**src/rtl/cpu_mem_loader.sv**
```systemverilog
// Host-side loader for the CPU's external IMEM/DMEM ports: streams words in,
// dumps DMEM out, and runs the CPU for a bounded number of cycles.
module cpu_mem_loader #(
    parameter int IMEM_ADDR_W = 9,
    parameter int DMEM_ADDR_W = 10,
    parameter int RD_LAT      = 1
) (
    input  logic        clk,
    input  logic        rst,
    input  logic        cmd_valid,
    output logic        cmd_ready,
    input  logic [1:0]  cmd_op,
    input  logic [63:0] cmd_addr,
    input  logic [15:0] cmd_len,
    input  logic        din_valid,
    output logic        din_ready,
    input  logic [63:0] din_data,
    output logic        dout_valid,
    input  logic        dout_ready,
    output logic [63:0] dout_data,
    output logic        busy,
    output logic        err,
    output logic [63:0] addr_ext,
    output logic        wen_ext,
    output logic        ren_ext,
    output logic [31:0] wdata_ext,
    input  logic [31:0] rdata_ext,
    output logic [63:0] addr_ext_2,
    output logic        wen_ext_2,
    output logic        ren_ext_2,
    output logic [63:0] wdata_ext_2,
    input  logic [63:0] rdata_ext_2,
    output logic        cpu_enable
);

    localparam logic [1:0] OP_LOAD_IMEM = 2'd0;
    localparam logic [1:0] OP_LOAD_DMEM = 2'd1;
    localparam logic [1:0] OP_DUMP_DMEM = 2'd2;
    localparam logic [1:0] OP_RUN       = 2'd3;
    localparam int LAT_W = (RD_LAT > 1) ? $clog2(RD_LAT) : 1;
    localparam logic [65:0] IMEM_LIMIT = 66'd1 << (IMEM_ADDR_W + 2);
    localparam logic [65:0] DMEM_LIMIT = 66'd1 << (DMEM_ADDR_W + 3);

    typedef enum logic [2:0] {
        IDLE, LOAD_I, LOAD_D, DUMP_RD, DUMP_WAIT, DUMP_OUT, RUN
    } state_t;

    state_t            state;
    logic [15:0]       count;
    logic [LAT_W-1:0]  lat_cnt;
    logic [63:0]       imem_addr;
    logic [63:0]       dmem_addr;
    logic [31:0]       imem_wdata_q;
    logic [63:0]       dmem_wdata_q;
    logic [63:0]       dout_q;
    logic              err_q;

    logic              cmd_fire;
    logic              is_imem;
    logic              aligned;
    logic [65:0]       end_excl;
    logic [65:0]       limit;
    logic              range_bad;
    logic              unused_bits;

    // Range check on the exclusive end address; 66 bits so a huge addr cannot wrap.
    always_comb begin
        cmd_fire  = cmd_valid && cmd_ready;
        is_imem   = (cmd_op == OP_LOAD_IMEM);
        aligned   = is_imem ? (cmd_addr[1:0] == 2'b00) : (cmd_addr[2:0] == 3'b000);
        end_excl  = is_imem ? ({2'b00, cmd_addr} + {48'd0, cmd_len, 2'b00})
                            : ({2'b00, cmd_addr} + {47'd0, cmd_len, 3'b000});
        limit     = is_imem ? IMEM_LIMIT : DMEM_LIMIT;
        range_bad = (cmd_op != OP_RUN) &&
                    (!aligned || ((cmd_len != 16'd0) && (end_excl > limit)));
    end

    // Enables are gated by rst so the reset cycle itself performs no access.
    assign cmd_ready   = (state == IDLE);
    assign busy        = (state != IDLE);
    assign err         = err_q;
    assign din_ready   = ((state == LOAD_I) || (state == LOAD_D)) && !rst;
    assign wen_ext     = (state == LOAD_I) && din_valid && !rst;
    assign wen_ext_2   = (state == LOAD_D) && din_valid && !rst;
    assign ren_ext     = 1'b0;
    assign ren_ext_2   = (state == DUMP_RD) && !rst;
    assign cpu_enable  = (state == RUN) && !rst;
    assign dout_valid  = (state == DUMP_OUT);
    assign dout_data   = dout_q;
    assign addr_ext    = imem_addr;
    assign addr_ext_2  = dmem_addr;
    assign wdata_ext   = wen_ext   ? din_data[31:0] : imem_wdata_q;
    assign wdata_ext_2 = wen_ext_2 ? din_data       : dmem_wdata_q;
    assign unused_bits = ^rdata_ext;

    always_ff @(posedge clk) begin
        if (rst) begin
            state        <= IDLE;
            count        <= '0;
            lat_cnt      <= '0;
            imem_addr    <= '0;
            dmem_addr    <= '0;
            imem_wdata_q <= '0;
            dmem_wdata_q <= '0;
            dout_q       <= '0;
            err_q        <= 1'b0;
        end else begin
            case (state)
                IDLE: begin
                    if (cmd_fire) begin
                        if (range_bad) begin
                            err_q <= 1'b1;
                        end else begin
                            err_q <= 1'b0;
                            count <= cmd_len;
                            // Zero-length commands finish here without touching memory.
                            if (cmd_len != 16'd0) begin
                                case (cmd_op)
                                    OP_LOAD_IMEM: begin
                                        imem_addr <= cmd_addr;
                                        state     <= LOAD_I;
                                    end
                                    OP_LOAD_DMEM: begin
                                        dmem_addr <= cmd_addr;
                                        state     <= LOAD_D;
                                    end
                                    OP_DUMP_DMEM: begin
                                        dmem_addr <= cmd_addr;
                                        state     <= DUMP_RD;
                                    end
                                    default: state <= RUN;
                                endcase
                            end
                        end
                    end
                end
                LOAD_I: begin
                    if (din_valid) begin
                        imem_wdata_q <= din_data[31:0];
                        imem_addr    <= imem_addr + 64'd4;
                        count        <= count - 16'd1;
                        if (count == 16'd1) state <= IDLE;
                    end
                end
                LOAD_D: begin
                    if (din_valid) begin
                        dmem_wdata_q <= din_data;
                        dmem_addr    <= dmem_addr + 64'd8;
                        count        <= count - 16'd1;
                        if (count == 16'd1) state <= IDLE;
                    end
                end
                DUMP_RD: begin
                    lat_cnt <= '0;
                    state   <= DUMP_WAIT;
                end
                DUMP_WAIT: begin
                    if (lat_cnt == LAT_W'(RD_LAT - 1)) begin
                        dout_q <= rdata_ext_2;
                        state  <= DUMP_OUT;
                    end else begin
                        lat_cnt <= lat_cnt + LAT_W'(1);
                    end
                end
                DUMP_OUT: begin
                    if (dout_ready) begin
                        dmem_addr <= dmem_addr + 64'd8;
                        count     <= count - 16'd1;
                        state     <= (count == 16'd1) ? IDLE : DUMP_RD;
                    end
                end
                RUN: begin
                    count <= count - 16'd1;
                    if (count == 16'd1) state <= IDLE;
                end
                default: state <= IDLE;
            endcase
        end
    end

endmodule

```
**config.mk**
```make
export PLATFORM = sky130hd
export DESIGN_NAME = cpu_mem_loader
export DESIGN_NICKNAME = d
export VERILOG_FILES = /design/src/rtl/cpu_mem_loader.sv
export SDC_FILE = /design/constraint.sdc
export NUM_CORES = 1
export LEC_CHECK = 0
export ABC_CLOCK_PERIOD_IN_PS = 9500
export BUFFER_PORTS_ARGS = -buffer_cell sky130_fd_sc_hd__buf_2
export CAP_MARGIN = 10
export CORE_ASPECT_RATIO = 1.5
export CORE_MARGIN = 2
export CORE_UTILIZATION = 45
export DETAILED_ROUTE_END_ITERATION = 12
export PLACE_DENSITY = 0.8
export REMOVE_ABC_BUFFERS = 1
export SETUP_SLACK_MARGIN = 0.3
export SLEW_MARGIN = 40
export SYNTH_ARGS = -nofsm -noshare
export SYNTH_HDL_FRONTEND = slang
export SYNTH_SLANG_ARGS = --single-unit
```
**constraint.sdc**
```tcl
create_clock -name clk -period 9.5 [get_ports clk]
set_input_delay 1.9 -clock clk [delete_from_list [all_inputs] [get_ports clk]]
set_output_delay 1.9 -clock clk [all_outputs]
set_load 0.01 [all_outputs]
```
==> impl_metrics.env <==
export IMPL_syn_to_final_growth_pct=19.53
export IMPL_drt_first_iter_violations=2419
export IMPL_ir_worst_vdd_mv=0.1608
export IMPL_postCtsHoldBufs=0
export IMPL_ys_top_cells_by_area="dfxtp_1 (31%), nand2_1 (11%), a21oi_1 (9.0%)"
export IMPL_hold_path_class="reg -> reg"
export IMPL_end_kind="flop"
export IMPL_timing_final_crit_share_pct=78.22
export IMPL_antenna_left=0
export IMPL_dieArea_um2=46540
export IMPL_firstDrtPassIters=6
export IMPL_drive_above_1_share_pct=23.56
export IMPL_min_to="dout_data[22]"
export IMPL_postSynthCellCount=2821
export IMPL_cts_resized=0
export IMPL_grt_pass1_vias=22230
export IMPL_num_vias=24050
export IMPL_worstPathArrival_ps=7890
export IMPL_cts_sinks=308
export IMPL_start_kind="primary input"
export IMPL_drv_slew=0
export IMPL_grt_pass1_wl_um=131300
export IMPL_fin_area_um2=24100
export IMPL_grt_ovfl_total=0
export IMPL_cts_inserted_buffers=31
export IMPL_finalSetupTns_ps=0
export IMPL_yosysTopAreaCell="dfxtp_1"
export IMPL_fin_total_pwr_uw=3258
export IMPL_rsz0062_at_grt="false"
export IMPL_cts_path_max_buffers=3
export IMPL_cts_setup_buffers=0
export IMPL_grt_use_met3_pct=11.29
export IMPL_grt_met1_usage_pct=40.33
export IMPL_tightest_slew_ps=862.4
export IMPL_synth_most_common_cell="nand2_1"
export IMPL_post_dp_cell_area_um2=22960
export IMPL_fill_cells=4439
export IMPL_ys_seq_elements=308
export IMPL_setup_slack_ps=2069
export IMPL_finalHoldViolations=0
export IMPL_port_buffers=511
export IMPL_io_pins=545
export IMPL_reg2reg_slack_ps=5290
export IMPL_post_route_min_period_ps=7431
export IMPL_whs_path_depth=2
export IMPL_ys_types=84
export IMPL_clock_latency_ps=620
export IMPL_synth_sequential_area_ratio_pct=30.59
export IMPL_final_nets=3455
export IMPL_status="finished clean"
export IMPL_routed_wl_um=88230
export IMPL_grt_max_degree=91
export IMPL_placedCellCount=3714
export IMPL_setup_violations=0
export IMPL_pre_cts_slack_ps=1590
export IMPL_drcViolationCount=0
export IMPL_rows=95
export IMPL_clk_pin_slew_ps=60
export IMPL_r2r_start="state[2]"
export IMPL_yosysTopAreaCellShare_pct=30.59
export IMPL_syn_area_um2=20160
export IMPL_cts_root_buf="clkbuf_16"
export IMPL_initial_core_util_pct=45.23
export IMPL_grt_total_usage_pct=36.23
export IMPL_synth_cells_most_frequent="nand2_1 (574), a21oi_1 (361), dfxtp_1 (308)"
export IMPL_maxCapViolCount=0
export IMPL_async_flop_share_pct=0
export IMPL_die_y_um=263.2
export IMPL_max_clock_freq_mhz=134.6
export IMPL_cts_tree="yes"
export IMPL_use_met2_pct=57.58
export IMPL_dp_hpwl_um=65040
export IMPL_crit_path_max_fanout=20
export IMPL_fin_skew_ps=11.64
export IMPL_die_x_um=176.8
export IMPL_rr_worst_depth=10
export IMPL_r2r_end="addr_ext[21]"
export IMPL_viasPerCell=6.362
export IMPL_gr_max_usage_layer="met2"
export IMPL_synth_edf_count=0
export IMPL_relSlewSlack_pct=42.43
export IMPL_place_gp_congestion=1.028
export IMPL_core_um2=44570
export IMPL_fin_cells=3780
export IMPL_leakage_uw=0.009601
export IMPL_min_from="dout_data[22]"
export IMPL_htreeDepth=1
export IMPL_wl_per_cell_um=23.34
export IMPL_synth_ff_type="dfxtp_1"
export IMPL_antenna_found_initial=20
export IMPL_postSynthAreaPerCell_um2=7.146
export IMPL_crit_type="in -> reg"
export IMPL_p_per_area_nw_per_um2=135.2
export IMPL_crit_required_ps=9960
export IMPL_synth_warnings=0
==> worst max-delay path: stages <==
cell	delay (ps)
buf_2	170
ha_1	230
inv_1	70
fa_1	390
nand2b_1	180
a211oi_1	350
o21ai_0	200
a211oi_1	750
nor2_1	260
mux2_2	290
o2111ai_1	140
or4_1	580
nor4_4	470
nand2_1	600
nor2_2	770
buf_4	400
o22ai_1	130
==> metrics by stage <==
stage | utilization (%) | hold WS (ps)
floorplan | - | 427.8
global placement | 51.28 | 438.9
detailed placement | 51.51 | 443.9
CTS | 53.90 | 452.3
global route | 54.01 | 467.6
finish | 54.06 | 450.2
==> how the worst max path moves through the flow <==
stage | end | slack [ps] | startpoint | cells past startpoint
after CTS | addr_ext[11] | 2200 | cmd_addr[2] | 17
after detailed placement | addr_ext[11] | 1590 | cmd_addr[2] | 17
final | addr_ext[11] | 2070 | cmd_addr[2] | 17
after floorplan | wdata_ext[0] | 1070 | state[0] | 4
after global placement | addr_ext[54] | 1590 | cmd_addr[2] | 16
after global routing | addr_ext[4] | 1790 | cmd_addr[2] | 17
==> metal layers <==
metal | up-vias | wire [um]
met4 | 18 | 7709
met3 | 390 | 9570
met1 | 11210 | 31070
met2 | 1423 | 39760
li1 | 11010 | -
met5 | - | 123
==> sequential cells by signal, summed over array words and instances (netlist names) <==
| register | cells |
|---|---|
| state | 3 |
| addr_ext | 64 |
| addr_ext_2 | 64 |
| count | 16 |
| imem_wdata_q | 32 |
| dout_data | 64 |
| dmem_wdata_q | 64 |
| err | 1 |
==> cell families (layout without fill, tap and decap cells) <==
| group | count (synthesis) | after routing | share of synthesized area, % |
|---|---|---|---|
| buffers and inverters | 277 | 644 | 5.313 |
| AND/OR/NAND/NOR | 1235 | 1235 | 27.86 |
| multiplexers | 110 | 110 | 6.095 |
| adder cells (fa/ha/maj) | 42 | 42 | 2.681 |
| AO/OA/AOI/OAI | 812 | 812 | 25.89 |
| flip-flops | 308 | 308 | 30.59 |
| other | 1 | 11 | 0.01860 |
| XOR/XNOR | 36 | 36 | 1.564 |
==> report_power, final <==
group          switching, uW  leakage [uW]  internal, uW
sequential              32.0       0.00249          1320
clock                    563      0.000532           761
combinational            384       0.00658           198
total                    980       0.00960          2280
==> final cells by class <==
class / count / area (um2) / area share (%)
Tap cell: 582 / 728.2 / 3.022
Antenna cell: 10 / 25.02 / 0.1038
Sequential cell: 308 / 6166 / 25.59
Clock buffer: 43 / 890.9 / 3.697
Multi-Input combinational cell: 2236 / 13070 / 54.23
Inverter: 45 / 171.4 / 0.7114
Clock inverter: 12 / 175.2 / 0.7269
Timing Repair Buffer: 544 / 2873 / 11.92
==> placed cells by master (no fill, tap or decap), drive strengths merged, types with 14 or more instances in the layout <==
master     n
a31oi     16
buf      544
o22ai     22
nor3      97
o2bb2ai   35
o31ai     23
nand2    574
and3      40
a211oi    24
inv       45
xnor2     18
or3       19
a221oi    14
nor2     194
a21oi    361
clkbuf    43
nand3    131
dfxtp    308
nor4      41
and2      20
xor2      18
nand4     62
a22oi     40
mux2     102
o32ai     50
ha        40
o21ai     94
Note: power is estimated with default switching activity, not from simulation.
